`src/rtl/ob_pkg.sv`:
```
// Shared order-book types: opcodes, uids, the command record and table sizing.
package ob_pkg;

    typedef enum logic [3:0] {
        OpNop,
        OpBuyMarket,
        OpSellMarket,
        OpBuyLimit,
        OpSellLimit,
        OpBuyStopLoss,
        OpSellStopLoss,
        OpBuyStopLimit,
        OpSellStopLimit,
        OpCancel
    } opcode_e;

    typedef logic [7:0] uid_t;

    typedef struct packed {
        opcode_e     op;
        uid_t        uid;
        logic [15:0] price;
        logic [15:0] qty;
    } cmd_t;

    // Default number of entries in the conditional (stop) order table.
    localparam int unsigned CN_N = 4;

endpackage

```
`src/rtl/ob_cn_rr_arb.sv`:
```
// N-way round-robin arbiter. Search starts at the pointer; on an enabled grant the
// pointer moves to one past the winner, wrapping modulo N.
module ob_cn_rr_arb #(
    parameter  int unsigned N     = 4,
    localparam int unsigned IDX_W = $clog2(N)
) (
    input  logic             clk_i,
    input  logic             rst_ni,
    input  logic             en_i,
    input  logic [N-1:0]     req_i,
    output logic [N-1:0]     gnt_o,
    output logic             gnt_vld_o,
    output logic [IDX_W-1:0] gnt_idx_o
);

    logic [IDX_W-1:0] ptr_q, ptr_d;
    logic             found;
    logic [IDX_W-1:0] win_idx;

    // First requester at or after the pointer, in circular order.
    always_comb begin
        found   = 1'b0;
        win_idx = '0;
        for (int unsigned i = 0; i < N; i++) begin
            int unsigned      idx;
            logic [IDX_W-1:0] cand;
            idx = 32'(ptr_q) + i;
            if (idx >= N) begin
                idx = idx - N;
            end
            cand = IDX_W'(idx);
            if (!found && req_i[cand]) begin
                found   = 1'b1;
                win_idx = cand;
            end
        end
    end

    // Grant outputs and pointer advance, both gated by enable.
    always_comb begin
        gnt_o     = '0;
        gnt_vld_o = en_i & found;
        gnt_idx_o = win_idx;
        ptr_d     = ptr_q;
        if (gnt_vld_o) begin
            gnt_o[win_idx] = 1'b1;
            ptr_d = (win_idx == IDX_W'(N - 1)) ? '0 : win_idx + 1'b1;
        end
    end

    // Pointer register.
    always_ff @(posedge clk_i or negedge rst_ni) begin
        if (!rst_ni) begin
            ptr_q <= '0;
        end else begin
            ptr_q <= ptr_d;
        end
    end

endmodule

```
`src/rtl/ob_cn_table_ctrl.sv`:
```
// Far-side controller of the conditional order table: allocates new stop commands
// to free entries and drains matured (converted) commands to the book.
module ob_cn_table_ctrl
    import ob_pkg::*;
#(
    parameter  int unsigned N     = CN_N,
    localparam int unsigned IDX_W = $clog2(N)
) (
    input  logic           clk,
    input  logic           rst_n,
    input  logic           in_vld,
    input  cmd_t           in_cmd,
    output logic           in_rdy,
    output logic [N-1:0]   al_vld,
    output cmd_t           al_cmd_r,
    input  logic [N-1:0]   ent_busy_r,
    input  logic [N-1:0]   ent_mtr_r,
    input  cmd_t           ent_cmd_r [N],
    output logic [N-1:0]   dl_vld,
    output logic           out_vld,
    output cmd_t           out_cmd,
    input  logic           out_rdy,
    input  logic           cancel,
    input  uid_t           cancel_uid,
    output logic           cancel_hit,
    output logic [IDX_W:0] occ
);

    logic [N-1:0]     al_vld_q, al_vld_d;
    cmd_t             al_cmd_q, al_cmd_d;
    logic             out_vld_q, out_vld_d;
    cmd_t             out_cmd_q, out_cmd_d;

    logic [N-1:0]     free;
    logic [N-1:0]     lowest_free;
    logic             accept;
    logic             slot_free;
    logic [N-1:0]     gnt;
    logic             gnt_vld;
    logic [IDX_W-1:0] gnt_idx;

    // A pending allocation blocks its entry until the entry reports busy itself.
    always_comb begin
        free   = ~ent_busy_r & ~al_vld_q;
        in_rdy = |free;
        accept = in_vld & in_rdy;
    end

    // Lowest-index free entry as a one-hot vector.
    always_comb begin
        lowest_free = '0;
        for (int i = int'(N) - 1; i >= 0; i--) begin
            if (free[i]) begin
                lowest_free    = '0;
                lowest_free[i] = 1'b1;
            end
        end
    end

    // Allocation stage next state: strobe lasts one cycle per accept.
    always_comb begin
        al_vld_d = '0;
        al_cmd_d = al_cmd_q;
        if (accept) begin
            al_vld_d = lowest_free;
            al_cmd_d = in_cmd;
        end
    end

    assign slot_free = ~out_vld_q | out_rdy;

    ob_cn_rr_arb #(
        .N (N)
    ) u_arb (
        .clk_i     (clk),
        .rst_ni    (rst_n),
        .en_i      (slot_free),
        .req_i     (ent_mtr_r),
        .gnt_o     (gnt),
        .gnt_vld_o (gnt_vld),
        .gnt_idx_o (gnt_idx)
    );

    // Cancel only looks at the output slot; entries handle their own cancels.
    always_comb begin
        cancel_hit = cancel & out_vld_q & (out_cmd_q.uid == cancel_uid);
    end

    // Output slot next state: a new grant wins over both drain and cancel.
    always_comb begin
        out_vld_d = out_vld_q;
        out_cmd_d = out_cmd_q;
        if (gnt_vld) begin
            out_vld_d = 1'b1;
            out_cmd_d = ent_cmd_r[gnt_idx];
        end else if (out_rdy || cancel_hit) begin
            out_vld_d = 1'b0;
        end
    end

    // Occupancy counts busy entries plus allocations still in flight.
    always_comb begin
        logic [N-1:0] used;
        used = ent_busy_r | al_vld_q;
        occ  = '0;
        for (int unsigned i = 0; i < N; i++) begin
            occ = occ + (IDX_W + 1)'(used[i]);
        end
    end

    // Allocation and output slot registers.
    always_ff @(posedge clk or negedge rst_n) begin
        if (!rst_n) begin
            al_vld_q  <= '0;
            al_cmd_q  <= '0;
            out_vld_q <= 1'b0;
            out_cmd_q <= '0;
        end else begin
            al_vld_q  <= al_vld_d;
            al_cmd_q  <= al_cmd_d;
            out_vld_q <= out_vld_d;
            out_cmd_q <= out_cmd_d;
        end
    end

    // Output drive.
    always_comb begin
        al_vld   = al_vld_q;
        al_cmd_r = al_cmd_q;
        dl_vld   = gnt;
        out_vld  = out_vld_q;
        out_cmd  = out_cmd_q;
    end

endmodule

```
`config.mk`:
```
export PLATFORM = sky130hd
export DESIGN_NAME = ob_cn_table_ctrl
export DESIGN_NICKNAME = d
export VERILOG_FILES = /design/src/rtl/ob_pkg.sv /design/src/rtl/ob_cn_rr_arb.sv /design/src/rtl/ob_cn_table_ctrl.sv
export SDC_FILE = /design/constraint.sdc
export NUM_CORES = 1
export LEC_CHECK = 0
export CORE_AREA = 2 2 133 135
export DETAILED_ROUTE_END_ITERATION = 10
export DIE_AREA = 0 0 135 137
export PLACE_DENSITY = 0.8
export SETUP_SLACK_MARGIN = 0.02
export SYNTH_ARGS = -nofsm -noshare
export SYNTH_HDL_FRONTEND = slang
export SYNTH_HIERARCHICAL = 1
export SYNTH_SLANG_ARGS = --single-unit
```
`constraint.sdc`:
```
create_clock -name clk -period 2.13 [get_ports clk]
set_clock_uncertainty 0.05 [all_clocks]
set_input_delay 0.426 -clock clk [delete_from_list [all_inputs] [get_ports clk]]
set_output_delay 0.426 -clock clk [all_outputs]
set_load 0.005 [all_outputs]
```
# Word-level counts from Yosys, hierarchy flattened
# Cells that the tools add are included.
# totals
out_inout_bits	102
reg_bits	95
in_bits	241
# classes
n_reduce_logical	10
n_eq_ne	2
muxes	34
n_addsub	11
bitwise_logic	11
n_lt_le_gt_ge	11
# op_table
op	n
$bmux 44 s2	1
$mux 44	2
$mux 4	6
$mux 2	9
$lt 2x3->1 const B	5
$ge 3x3->1 const B	4
$mux 1	11
$bmux 1 s2	4
$eq 8x8->1	1
$not 4->4	2
$sub 2x1->2 const B	4
$add 2x2->3 const B	2
$and 1x1->1	4
$and 4x4->4	1
$logic_and 1x1->1	4
$or 4x4->4	1
$reduce_or 4->1	1
$add 2x1->3	1
$add 2x1->3 const B	1
$add 3x1->3	1
$ge 2x3->1 const B	1
$logic_not 1->1	3
$not 2->3	1
$add 1x1->2	1
8 further kinds	8

# Logic depth before layout (Yosys ltp)
# depth
depth_word	19
mapped_depth	7
mapped_depth_nobuf	6

# Cells and area by module
# The synthesis kept the hierarchy.
# by_module_without_submodules
module	n_inst	cells_each	area_per_inst_um2
ob_cn_table_ctrl	1	284	4926.0
ob_cn_rr_arb	1	30	282.8

# Worst setup path before layout
# No wires, ideal clock.
# synth_timing
kind	input-to-reg
from	input port ent_mtr_r[3]
to	register out_cmd_q (netlist bit out_cmd[0])
n_path_buf	2
setup_slack_ns	-0.083
path_stages	7
required_time_ns	1.955
arrival_time_ns	2.038
cell_sequence	nand2b_1 -> nand2_1 -> a221oi_1 -> clkbuf_1 -> buf_2 -> mux4_2 -> mux2_4
# synth_via
elab_chain_cells	16
elab_cells_between_ends	27
cone_classes	19 x mux; 2 x bitwise; 6 x reduce/logical
# synth_lines
element	line	rtl
start, declared	ob_cn_table_ctrl.sv:17	input logic [N-1:0] ent_mtr_r,
$bmux 1 s2	ob_cn_rr_arb.sv:32	if (!found && req_i[cand]) begin
$mux 1 (implied by the code)	ob_cn_rr_arb.sv:32	
$mux 1	ob_cn_rr_arb.sv:32	
$logic_not 1->1	ob_cn_rr_arb.sv:32	
$logic_and 1x1->1	ob_cn_rr_arb.sv:32	
$mux 1	ob_cn_rr_arb.sv:32	
$logic_not 1->1	ob_cn_rr_arb.sv:32	
$logic_and 1x1->1	ob_cn_rr_arb.sv:32	
$mux 1	ob_cn_rr_arb.sv:32	
$logic_not 1->1	ob_cn_rr_arb.sv:32	
$logic_and 1x1->1	ob_cn_rr_arb.sv:32	
$mux 2 *	ob_cn_rr_arb.sv:32	
via gnt_idx[1]	ob_cn_table_ctrl.sv:40	logic [IDX_W-1:0] gnt_idx;
$not 2->3 (implied by the code) *	ob_cn_table_ctrl.sv:95	out_cmd_d = ent_cmd_r[gnt_idx];
$bmux 44 s2 *	ob_cn_table_ctrl.sv:95	
$mux 44 (implied by the code) * (2 in series)	ob_cn_table_ctrl.sv:95	
end signal, assigned	ob_cn_table_ctrl.sv:122	out_cmd_q <= out_cmd_d;
end, declared	ob_cn_table_ctrl.sv:32	cmd_t out_cmd_q, out_cmd_d;
# The timed path passes the listed nets; every way through them passes the cells marked *. The select of a mux whose other input is x is not followed.
# A chain may end at the register's enable or synchronous reset.

# Worst setup path in the final report
# layout_timing
from	register al_vld_q[1] (netlist: al_vld[1])
to	output port occ[1]
# layout_via
elab_chain_cells	4
# layout_lines
element	line	rtl
start, declared	ob_cn_table_ctrl.sv:29	logic [N-1:0] al_vld_q, al_vld_d;
start signal, assigned	ob_cn_table_ctrl.sv:119	al_vld_q <= al_vld_d;
$or 4x4->4	ob_cn_table_ctrl.sv:104	used = ent_busy_r | al_vld_q;
$add 1x1->2	ob_cn_table_ctrl.sv:107	occ = occ + (IDX_W + 1)'(used[i]);
$add 2x1->3	ob_cn_table_ctrl.sv:107	
$add 3x1->3	ob_cn_table_ctrl.sv:107	
end, declared	ob_cn_table_ctrl.sv:26	output logic [IDX_W:0] occ
# Every way passes these cells.

==> results.md <==
- Net count after synthesis: 564
- Fin. Hold Viols: 0
- Avg Synthesized Cell Area: 16.6 sq um
- Synth warnings: 6
- Sum of net half-perimeters after detailed placement: 12,900 um
- Skew-Pair Late Insertion Delay: 340 ps
- Core area: 0.0171 sq mm
- GP Congestion: 0.851
- CTS Buf Count: 9
- Synth async-reset ratio: 100%
- Largest net degree at the start of global routing: 56
- Total placed instance area: 0.00908 sq mm
- Ys flop type: dfrtp_1
- First DRT Iteration DRCs: 93
- RSZ-0062 raised after global routing: true
- Sequential share of the synthesized area: 45.6%
- CP max FO: 2
- # IOs: 343
- Failing checks: setup timing
- Worst setup margin: -303 ps
- CP required: 1650 ps
- Actual transition at the worst max-transition pin: 627 ps
- First-pass GRT wire length: 25,900 um
- Critical R2R Launch: u_arb/ptr_q[1]
- Vias in the first global route: 4,905
- DRT Pass-1 Iters: 4
- Num rows: 48
- Final period util: 114%
- Vias: 4,396
- Nature of the critical path endpoint: primary output
- Reg clk slew, reported paths: 60 ps
- Fraction of layout cells with a size suffix above 1: 36.0%
- Status: finished with violations
- Final setup viols: 51
- Final Non-Filler Cells: 934
- CTS tree: built
- Initial antenna violation count: 0
- Fill count: 1,319
- Lkg Pwr: 4.14 nW
- Post-layout min period: 2430 ps
- EDFF count, synth: 0
- Setup crit start: al_vld[1]
- Layout area overhead: 90.2%
- Number of vias per cell: 4.71
- CTS sink count: 95
- PortBufs: 342
- Final instance area: 0.00991 sq mm
- Clock root buffer: clkbuf_16
- Maximum clock insertion buffer count: 2
- Die area: 0.0185 sq mm
- PwrDens: 981 mW/mm^2
- ANT nets after route: 0
- Die Width: 135 um
- Critical path arrival: 1960 ps
- Final slew viol count: 0
- GRT overflow: 0
- Max VDD drop: 0.565 mV
- Setup TNS: -10,470 ps
- Post-route core utilization: 58.1%
- Max-cap viol count: 0
- Starting Density: 30.5%
- Total Wirelength: 17,100 um
- Max Fclk: 411 MHz
- Relative slew slack: 58.2%
- Synth cell types: 35
- GRT Total Usage: 18.2%
- Syn Inst Count: 314
- Flop and latch count out of synthesis: 95
- DRC: 0
- Critical path class: reg -> out
- CTS H-tree depth: 3
- Ant diodes: 0
- Die height: 137 um
- Worst setup SP type: flop
- Syn Std Cell Area: 0.00521 sq mm
- Worst Hold Class: in -> async
- Inst Count DP: 896
- Tot Pwr: 9.72 mW
- WL per Instance: 18.3 um
- Layout Nets: 954
cells by family after synthesis:
group / count (synthesis) / synth area share [%]
mux: 134 / 41.7
fa+ha+maj: 9 / 2.31
buf+inv: 23 / 3.34
xor+xnor: 8 / 1.35
compound gates: 9 / 1.80
flops: 95 / 45.6
simple gates: 36 / 3.87
cell usage after synthesis (2+ instances only):
| library cell | count | share of area [%] |
|---|---|---|
| dfrtp_1 | 95 | 46 |
| mux2_2 | 48 | 10 |
| mux2_4 | 41 | 12 |
| mux4_2 | 40 | 17 |
| buf_2 | 12 | 1.2 |
| ha_1 | 8 | 1.9 |
| xnor2_1 | 8 | 1.3 |
| nand2_1 | 6 | 0.43 |
| nand3_1 | 5 | 0.48 |
| nor2_1 | 5 | 0.36 |
| and2_2 | 4 | 0.58 |
| buf_12 | 4 | 1.5 |
| inv_1 | 4 | 0.29 |
| mux4_1 | 4 | 2.0 |
| nand2b_1 | 4 | 0.48 |
| or2_2 | 3 | 0.36 |
| and3_1 | 2 | 0.24 |
| clkbuf_1 | 2 | 0.14 |
| nand3b_1 | 2 | 0.29 |
| nor4_1 | 2 | 0.24 |
worst paths after layout:
| check | end | slack (ps) | depth (start not counted) |
|---|---|---|---|
| max reg2reg | out_cmd[8] | -240 | 8 |
| min reg2reg | al_cmd_r[16] | 450 | 1 |
| max in group asynchronous | out_cmd[15] | 1290 | 2 |
| min in group clk | al_vld[3] | 450 | 4 |
| max | occ[1] | -300 | 7 |
| min | al_cmd_r[1] | 20 | 1 |
sequential cells by signal (all words and copies together) (netlist names):
signal / flops
out_cmd: 44
u_arb/ptr_q: 2
out_vld: 1
al_vld: 4
al_cmd_r: 44
placed cells by master, fill, tap and decap left out, types with 2 or more instances in the layout:
master / instances
nand3b_1: 2
mux4_2: 44
dlymetal6s2s_1: 5
or2_4: 2
xnor2_2: 6
nand2_1: 5
mux2_2: 44
and2_2: 2
clkbuf_16: 10
buf_12: 9
clkdlybuf4s50_1: 320
dlygate4sd2_1: 6
bufinv_16: 2
and2_4: 2
inv_2: 2
dfrtp_2: 2
inv_6: 2
xnor2_1: 2
ha_1: 2
nand3_2: 2
buf_6: 11
ha_4: 2
dfrtp_1: 93
buf_16: 4
nand3_1: 3
nor2_1: 4
mux2_4: 45
nand2b_1: 3
ha_2: 4
nor4_4: 2
buf_2: 4
buf_4: 37
timing repair:
item,CTS,global route
endpoints found under the setup margin,83,52
resized for setup,103,24
pin swaps,13,13
cloned,5,1
hold buffers,0,0
setup buffers,14,5
layout make-up:
type	instances	area [sq um]	area share, %
flip-flops and latches	95	2380	24.0
repair buffers	398	4070	41.0
inverters	4	17.5	0.177
well taps	225	282	2.84
multi-input cells	196	2850	28.7
clock inverters	6	90.1	0.909
clock buffers	10	229	2.31
critical path: stages (launching register included):
cell and delay [ps]:
dfrtp_1 360, or2_4 150, inv_4 40, fa_1 540
inv_2 50, ha_4 150, ha_4 260, buf_6 80
power by group:
group / switching [mW] / internal (mW)
Combinational: 1.64 / 3.57
Clock: 0.691 / 1.04
Sequential: 0.423 / 2.36
per-stage QoR:
stage               hold WS (ps)  worst slack [ps]
finish                      24.1              -303
global route                52.1              -362
detailed placement           410              -917
CTS                         36.5              -301
floorplan                   80.4             -28.3
global placement             399              -914
per-layer routing:
layer | share of wire (%) | wire (um) | up-vias | global-route usage (%)
met2 | 53 | 9120 | 209 | 32.9
met1 | 37 | 6380 | 2183 | 21.1
li1 | - | - | 1982 | -
met5 | 0 | 0 | - | 0
met3 | 7.1 | 1220 | 22 | 4.37
met4 | 2.1 | 353 | 0 | 6.02
Note: power is estimated with default switching activity, not from simulation.
